==> config.mk <==
export PLATFORM = sky130hd
export DESIGN_NAME = flit_mux2_flat
export DESIGN_NICKNAME = d
export VERILOG_FILES = /design/src/rtl/flit_mux2_if.sv /design/src/rtl/flit_mux2.sv /design/src/flat_wrapper.sv
export SDC_FILE = /design/constraint.sdc
export NUM_CORES = 1
export LEC_CHECK = 0
export CAP_MARGIN = 40
export CELL_PAD_IN_SITES_DETAIL_PLACEMENT = 1
export CELL_PAD_IN_SITES_GLOBAL_PLACEMENT = 2
export CORE_MARGIN = 3
export CORE_UTILIZATION = 18
export CTS_CLUSTER_SIZE = 24
export DETAILED_ROUTE_END_ITERATION = 8
export PLACE_DENSITY_LB_ADDON = 0.1
export SETUP_SLACK_MARGIN = 0.2
export SLEW_MARGIN = 20
export SYNTH_ARGS = -nofsm -noshare
export SYNTH_HDL_FRONTEND = slang
export SYNTH_SLANG_ARGS = --single-unit
==> constraint.sdc <==
create_clock -name clk -period 2.45 [get_ports clk]
set_input_delay 0.735 -clock clk [delete_from_list [all_inputs] [get_ports clk]]
set_output_delay 0.735 -clock clk [all_outputs]
set_load 0.03 [all_outputs]
==> src/rtl/flit_mux2_if.sv <==
// ============================================================================
// Module      : flit_mux2_if
// Description : Bundle of the two input flit streams, the one-hot select and
//               the registered output flit of the two-input flit multiplexer.
// Revision    : 1.0 - initial release
// ============================================================================
`default_nettype none

interface flit_mux2_if #(
    parameter int DATA_W = 67,
    parameter int VCH_W  = 1,
    parameter int SEL_W  = 2
);
    logic [DATA_W-1:0] idata_0;
    logic              ivalid_0;
    logic [VCH_W-1:0]  ivch_0;
    logic [DATA_W-1:0] idata_1;
    logic              ivalid_1;
    logic [VCH_W-1:0]  ivch_1;
    logic [SEL_W-1:0]  sel;
    logic [DATA_W-1:0] odata;
    logic              ovalid;
    logic [VCH_W-1:0]  ovch;
    logic              locked;

    // Traffic source / allocator side: drives inputs, observes the output.
    modport master (
        output idata_0, ivalid_0, ivch_0,
        output idata_1, ivalid_1, ivch_1,
        output sel,
        input  odata, ovalid, ovch, locked
    );

    // Multiplexer side.
    modport slave (
        input  idata_0, ivalid_0, ivch_0,
        input  idata_1, ivalid_1, ivch_1,
        input  sel,
        output odata, ovalid, ovch, locked
    );
endinterface

`default_nettype wire

==> src/rtl/flit_mux2.sv <==
// ============================================================================
// Module      : flit_mux2
// Description : Two-input registered flit multiplexer with one-hot select.
//               Optional packet lock (wormhole-safe switching) is enabled by
//               defining the macro MUX_PKT_LOCK_EN; without it the block is a
//               pure registered mux and locked is tied to 0.
// Revision    : 1.0 - initial release
// ============================================================================
`default_nettype none

module flit_mux2 #(
    parameter int DATA_W = 67,
    parameter int VCH_W  = 1,
    parameter int SEL_W  = 2
) (
    input  logic            clk,
    input  logic            rst,
    flit_mux2_if.slave      bus
);
    localparam logic [2:0] C_TYPE_HEAD = 3'b001;
    localparam logic [2:0] C_TYPE_TAIL = 3'b010;
    localparam logic [SEL_W-1:0] C_SEL_IN0 = SEL_W'(1);
    localparam logic [SEL_W-1:0] C_SEL_IN1 = SEL_W'(2);

    logic [DATA_W-1:0] odata_q;
    logic              ovalid_q;
    logic [VCH_W-1:0]  ovch_q;
    logic              locked_q, locked_d;
    logic              lock_port_q, lock_port_d;

    logic [SEL_W-1:0]  eff_sel;
    logic              pick_legal;
    logic              pick_port;
    logic [DATA_W-1:0] pick_data;
    logic              pick_valid;
    logic [VCH_W-1:0]  pick_vch;
    logic [2:0]        pick_type;

    // Resolve effective select (lock overrides sel) and pick the source stream.
    always_comb begin
        eff_sel = locked_q ? (lock_port_q ? C_SEL_IN1 : C_SEL_IN0) : bus.sel;
        pick_legal = 1'b1;
        pick_port  = 1'b0;
        pick_data  = bus.idata_0;
        pick_valid = bus.ivalid_0;
        pick_vch   = bus.ivch_0;
        if (eff_sel == C_SEL_IN0) begin
            pick_port = 1'b0;
        end else if (eff_sel == C_SEL_IN1) begin
            pick_port  = 1'b1;
            pick_data  = bus.idata_1;
            pick_valid = bus.ivalid_1;
            pick_vch   = bus.ivch_1;
        end else begin
            pick_legal = 1'b0;
        end
        pick_type = pick_data[DATA_W-1:DATA_W-3];
    end

`ifdef MUX_PKT_LOCK_EN
    // Packet lock: a forwarded HEAD grabs the port, the matching TAIL releases it.
    always_comb begin
        locked_d    = locked_q;
        lock_port_d = lock_port_q;
        if (pick_legal && pick_valid) begin
            if (pick_type == C_TYPE_HEAD && !locked_q) begin
                locked_d    = 1'b1;
                lock_port_d = pick_port;
            end else if (pick_type == C_TYPE_TAIL && locked_q) begin
                locked_d    = 1'b0;
            end
        end
    end
`else
    // No packet lock: the select is honoured every cycle.
    always_comb begin
        locked_d    = 1'b0;
        lock_port_d = 1'b0;
    end
`endif

    // Output and lock registers; an illegal select drops valid but holds data/VC.
    always_ff @(posedge clk or posedge rst) begin
        if (rst) begin
            odata_q     <= '0;
            ovalid_q    <= 1'b0;
            ovch_q      <= '0;
            locked_q    <= 1'b0;
            lock_port_q <= 1'b0;
        end else begin
            locked_q    <= locked_d;
            lock_port_q <= lock_port_d;
            if (pick_legal) begin
                odata_q  <= pick_data;
                ovalid_q <= pick_valid;
                ovch_q   <= pick_vch;
            end else begin
                ovalid_q <= 1'b0;
            end
        end
    end

    assign bus.odata  = odata_q;
    assign bus.ovalid = ovalid_q;
    assign bus.ovch   = ovch_q;
    assign bus.locked = locked_q;

endmodule

`default_nettype wire

==> src/flat_wrapper.sv <==
// flat-port wrapper written by rule: the top's interface ports become plain ports
module flit_mux2_flat 
#(
    parameter int DATA_W = 67,
    parameter int VCH_W  = 1,
    parameter int SEL_W  = 2
)
  (clk, rst, bus_idata_0, bus_ivalid_0, bus_ivch_0, bus_idata_1, bus_ivalid_1, bus_ivch_1, bus_sel, bus_odata, bus_ovalid, bus_ovch, bus_locked);
  flit_mux2_if #(.DATA_W(DATA_W), .VCH_W(VCH_W), .SEL_W(SEL_W)) bus_i ();
  input  logic clk;
  input  logic rst;
  input wire logic [$bits(bus_i.idata_0)-1:0] bus_idata_0;
  input wire logic [$bits(bus_i.ivalid_0)-1:0] bus_ivalid_0;
  input wire logic [$bits(bus_i.ivch_0)-1:0] bus_ivch_0;
  input wire logic [$bits(bus_i.idata_1)-1:0] bus_idata_1;
  input wire logic [$bits(bus_i.ivalid_1)-1:0] bus_ivalid_1;
  input wire logic [$bits(bus_i.ivch_1)-1:0] bus_ivch_1;
  input wire logic [$bits(bus_i.sel)-1:0] bus_sel;
  output wire logic [$bits(bus_i.odata)-1:0] bus_odata;
  output wire logic [$bits(bus_i.ovalid)-1:0] bus_ovalid;
  output wire logic [$bits(bus_i.ovch)-1:0] bus_ovch;
  output wire logic [$bits(bus_i.locked)-1:0] bus_locked;
  assign bus_i.idata_0 = bus_idata_0;
  assign bus_i.ivalid_0 = bus_ivalid_0;
  assign bus_i.ivch_0 = bus_ivch_0;
  assign bus_i.idata_1 = bus_idata_1;
  assign bus_i.ivalid_1 = bus_ivalid_1;
  assign bus_i.ivch_1 = bus_ivch_1;
  assign bus_i.sel = bus_sel;
  assign bus_odata = bus_i.odata;
  assign bus_ovalid = bus_i.ovalid;
  assign bus_ovch = bus_i.ovch;
  assign bus_locked = bus_i.locked;
  flit_mux2 #(.DATA_W(DATA_W), .VCH_W(VCH_W), .SEL_W(SEL_W)) u_core (.clk(clk), .rst(rst), .bus(bus_i));
endmodule
# After elaboration in Yosys (flattened, before gate mapping)
# Cells that the tools add are included.
# word_totals
reg_bits,69
inputBits,142
wordCells,14
mem_bits_ro,0
mem_count,0
latchBits,0
output_inout_bits,70
ramBits,0
# classes
bitwise,0
n_eq_ne,2
n_addsub,0
muxes,9
n_shift,0
n_div,0
n_mul,0
n_lt_le_gt_ge,0
reduce_logical,0
# op_table
cell,count
67-bit two-way mux,2
1-bit two-way mux,7
"2-bit by 1-bit == test with 1-bit output, second input constant",1
"2-bit == test, second input constant",1

# Depth between registers and ports, before layout
# depth
word_depth,4
ltp_mapped,8
ltp_nobuf,5

# Least setup slack after synthesis
# Ideal clock, no wire load.
# synth_timing
kind,input-to-reg
from,input port bus_sel[1]
to,register u_core.odata_q[21] (netlist: u_core.bus.odata[21])
arrival_ps,1681
path_buffers,3
stages,8
t_required_ps,2318
path_slack_ps,637
setup_time_ps,132
path_cell_list,inv_1 > ha_1 > nor2b_2 > buf_6 > buf_8 > buf_12 > mux2i_1 > o21ai_1
# synth_between
elab_chain_cells,3
elab_cells_between_ends,6
cone_classes,2 x eq/ne; 4 x mux
# synth_lines
item,line,rtl
start: declaration,flat_wrapper.sv:18,input wire logic [$bits(bus_i.sel)-1:0] bus_sel;
2-bit == test,flit_mux2.sv:49,end else if (eff_sel == C_SEL_IN1) begin
67-bit two-way mux / 1-bit two-way mux (equally long branches),flit_mux2.sv:49,
67-bit two-way mux / 1-bit two-way mux (equally long branches),flit_mux2.sv:47,if (eff_sel == C_SEL_IN0) begin
end signal: assignment,flit_mux2.sv:94,odata_q <= pick_data;
end: declaration,flit_mux2.sv:25,logic [DATA_W-1:0] odata_q;
# Several ways; a longest one is shown, not always the timed one.
# A chain may end at the register's enable or synchronous reset.

# Worst setup path in the final report
# layout_timing
from,register u_core.odata_q[15] (netlist: u_core.bus.odata[15])
to,output port bus_odata[15]
# layout_rtl
item,line,rtl
end: declaration,flat_wrapper.sv:19,output wire logic [$bits(bus_i.odata)-1:0] bus_odata;
# No word-level cell between the ends.

==> results.cfg <==
[setup_path]
path_delay_family = buffers and inverters
cp-end-kind = primary output
arrival_ns = 1.39
timing.rr.end = u_core.bus.odata[15]
crit_buf_inv = 1
rrSetupSlack_ns = 1.80
crit_chain = clkdlybuf4s50_1
endpoint = bus_odata[15]
slowest_delay_ns = 0.71
path_depth = 1
worst_setup_path_start_kind = flip-flop
cp_max_fo = 2
worstPathRequired_ns = 1.71
slowest_stage = clkdlybuf4s50_1
reg2reg_depth = 2
r2r-start = u_core.bus.odata[15]
crit_type = reg2out
cp-startpoint = u_core.bus.odata[15]

[synthesis]
netlist_top_cells_count = dfrtp_1, mux2i_1, nand2_1, o21ai_0, clkbuf_1
netlist_top_cells_area = dfrtp_1, mux2i_1, o21ai_0, nand2_1, clkbuf_1
yosysWarningCount = 0
synthFlopType = dfrtp_1
synth_fp_nets = 450
synth_area_per_cell_sq_um = 10.6
synth_top_area_share_pct = 53.5
syn_area_sq_mm = 0.00323
ys_ff_latch = 69
ys_seq_area_share_pct = 53.5
synth_cells = 306
synth_edf_count = 0
yosys.area.top_type = dfrtp_1
ys_types = 16
synthArstFlopShare_pct = 100

[floorplan]
ioPinCount = 212
die_h_microns = 140
fp-row-count = 48
fp.coreArea_sq_mm = 0.0174
dieWidth_microns = 140
initial_core_util_pct = 18.5
fp.dieArea_sq_mm = 0.0196

[route]
top_layer = met4
wirelength_met1_microns = 4830
ant_nets = 0
wl_microns = 11800
drc_errors = 0
drt_first_pass_iters = 4
wl_met2_microns = 5990
drt_iter0_markers = 90
wl_met3_microns = 787
wl_per_cell_microns = 15.9
via_count = 2953
viasPerCell = 3.99

[final_layout]
seqCellArea_sq_mm = 0.00173
drive_gt1_share_pct = 4.84
nNetsFinal = 657
area_growth_pct = 80.9
multi_input_area_sq_mm = 0.00135
num-fill-cells = 1920
antenna_cells = 0

[sta]
fin_worst_skew_ns = 0
fmax_mhz = 471
setup_viol = 0
hold-worst-slack_ns = 0.480
setup_ws_ns = 0.328
fin_crit_sh_pct = 86.6
fin_crit_ns = 2.12
setup_tns_ns = 0
final_max_slew_viol_count = 0
rsz0062_at_grt = false
hold_viol = 0

[power]
cellLeakagePower_nw = 2.32
finalPower_w = 0.00392
peakVddDrop_mv = 0.291
cellPowerDensity_mw_per_mm2 = 671

[global_routing]
overflow = 0
antenna_found_initial = 0
grt_first_pass_wirelength_microns = 18700
grt_pass1_vias = 3253
grt_usage_pct = 12.1
grt_max_degree = 69

[clocking]
cts_tree = built
ctsResizeCount = 0
clock_path_buffers = 2
hold_buffers = 0
cts_setup_buffers = 0
ctsHtreeMaxLevel = 3
cts_buffers = 9
cts_sinks = 69
clock_latency_ns = 0.32
cts.reportedPaths.clkPinSlew_ns = 0.05
clockRootBuffer = clkbuf_16

[place]
place_congestion = 0.745
dp_hpwl_microns = 9000
io_buffers = 210
pre_cts_slack_ns = -0.0110

[min_path]
worst_hold_path_type = reg2reg
whs_path_depth = 2

[run_status]
run_status = completed

[flow_run]
cap_violations = 0
[kinds of logic (layout without fill, tap and decap cells)]
logic type	count (synthesis)	after routing	synth area share, %
AND/OR/NAND/NOR	70	70	8.29
other	1	1	0.116
flip-flops	69	69	53.5
multiplexers	69	69	21.4
adder cells (fa/ha/maj)	2	2	0.775
AO/OA/AOI/OAI	68	68	10.5
buffers and inverters	27	237	5.42
[worst reg2reg max path, delay by kind of cell, from the launching register on]
| family | cells | cell delay, ns |
|---|---|---|
| AND/OR/NAND/NOR | 1 | 0.07 |
| AO/OA/AOI/OAI | 1 | 0.07 |
| flip-flops | 1 | 0.39 |
[worst min-delay path by stage]
| stage | from | to | slack (ns) |
|---|---|---|---|
| after CTS | u_core.bus.odata[19] | u_core.bus.odata[19] | 0.49 |
| after global placement | u_core.bus.odata[58] | u_core.bus.odata[58] | 0.47 |
| final | u_core.bus.odata[53] | u_core.bus.odata[53] | 0.48 |
| after global routing | u_core.bus.odata[51] | u_core.bus.odata[51] | 0.51 |
| after floorplan | u_core.bus.odata[21] | u_core.bus.odata[21] | 0.66 |
| after detailed placement | u_core.bus.odata[19] | u_core.bus.odata[19] | 0.47 |
[sequential cells by signal (all words and copies together) (netlist names)]
name and count:
u_core.bus.ovalid 1, u_core.bus.odata 67, u_core.bus.ovch 1
[layout make-up]
cell class	count	share of cell area, %
Clock buffer	11	3.98
Multi-Input combinational cell	210	23.0
Tap cell	225	4.82
Clock inverter	3	0.257
Inverter	3	0.257
Sequential cell	69	29.6
Timing Repair Buffer	220	38.1
[power by group]
group	internal [W]	switching, W
sequential	0.00132	0.0000970
clock	0.000669	0.000468
combinational	0.000644	0.000722
total	0.00264	0.00129
[cells in the final DEF (no fill, tap or decap), drive strengths merged]
master and count:
clkbuf 11, inv 2, conb 1, o21ai 68, clkinvlp 1, clkdlybuf4s50 210, dfrtp 69, nand2 68
mux2i 69, nor2b 1, clkinv 3, nor2 1, buf 10, ha 2
[stage by stage]
step	area, sq um	utilization [%]	instances
6_report	5840	33.5	741
5_1_grt	5840	33.5	741
4_1_cts	5840	33.5	741
3_5_place_dp	5600	32.1	727
3_3_place_gp	5600	32.1	727
2_1_floorplan	3230	-	306
[metal layers]
layer,track usage (%),vias up
met5,0,-
met4,3.82,0
met3,3.79,10
met2,20.9,103
met1,14.5,1389
li1,-,1451
Power figures use the tool's default switching activity.
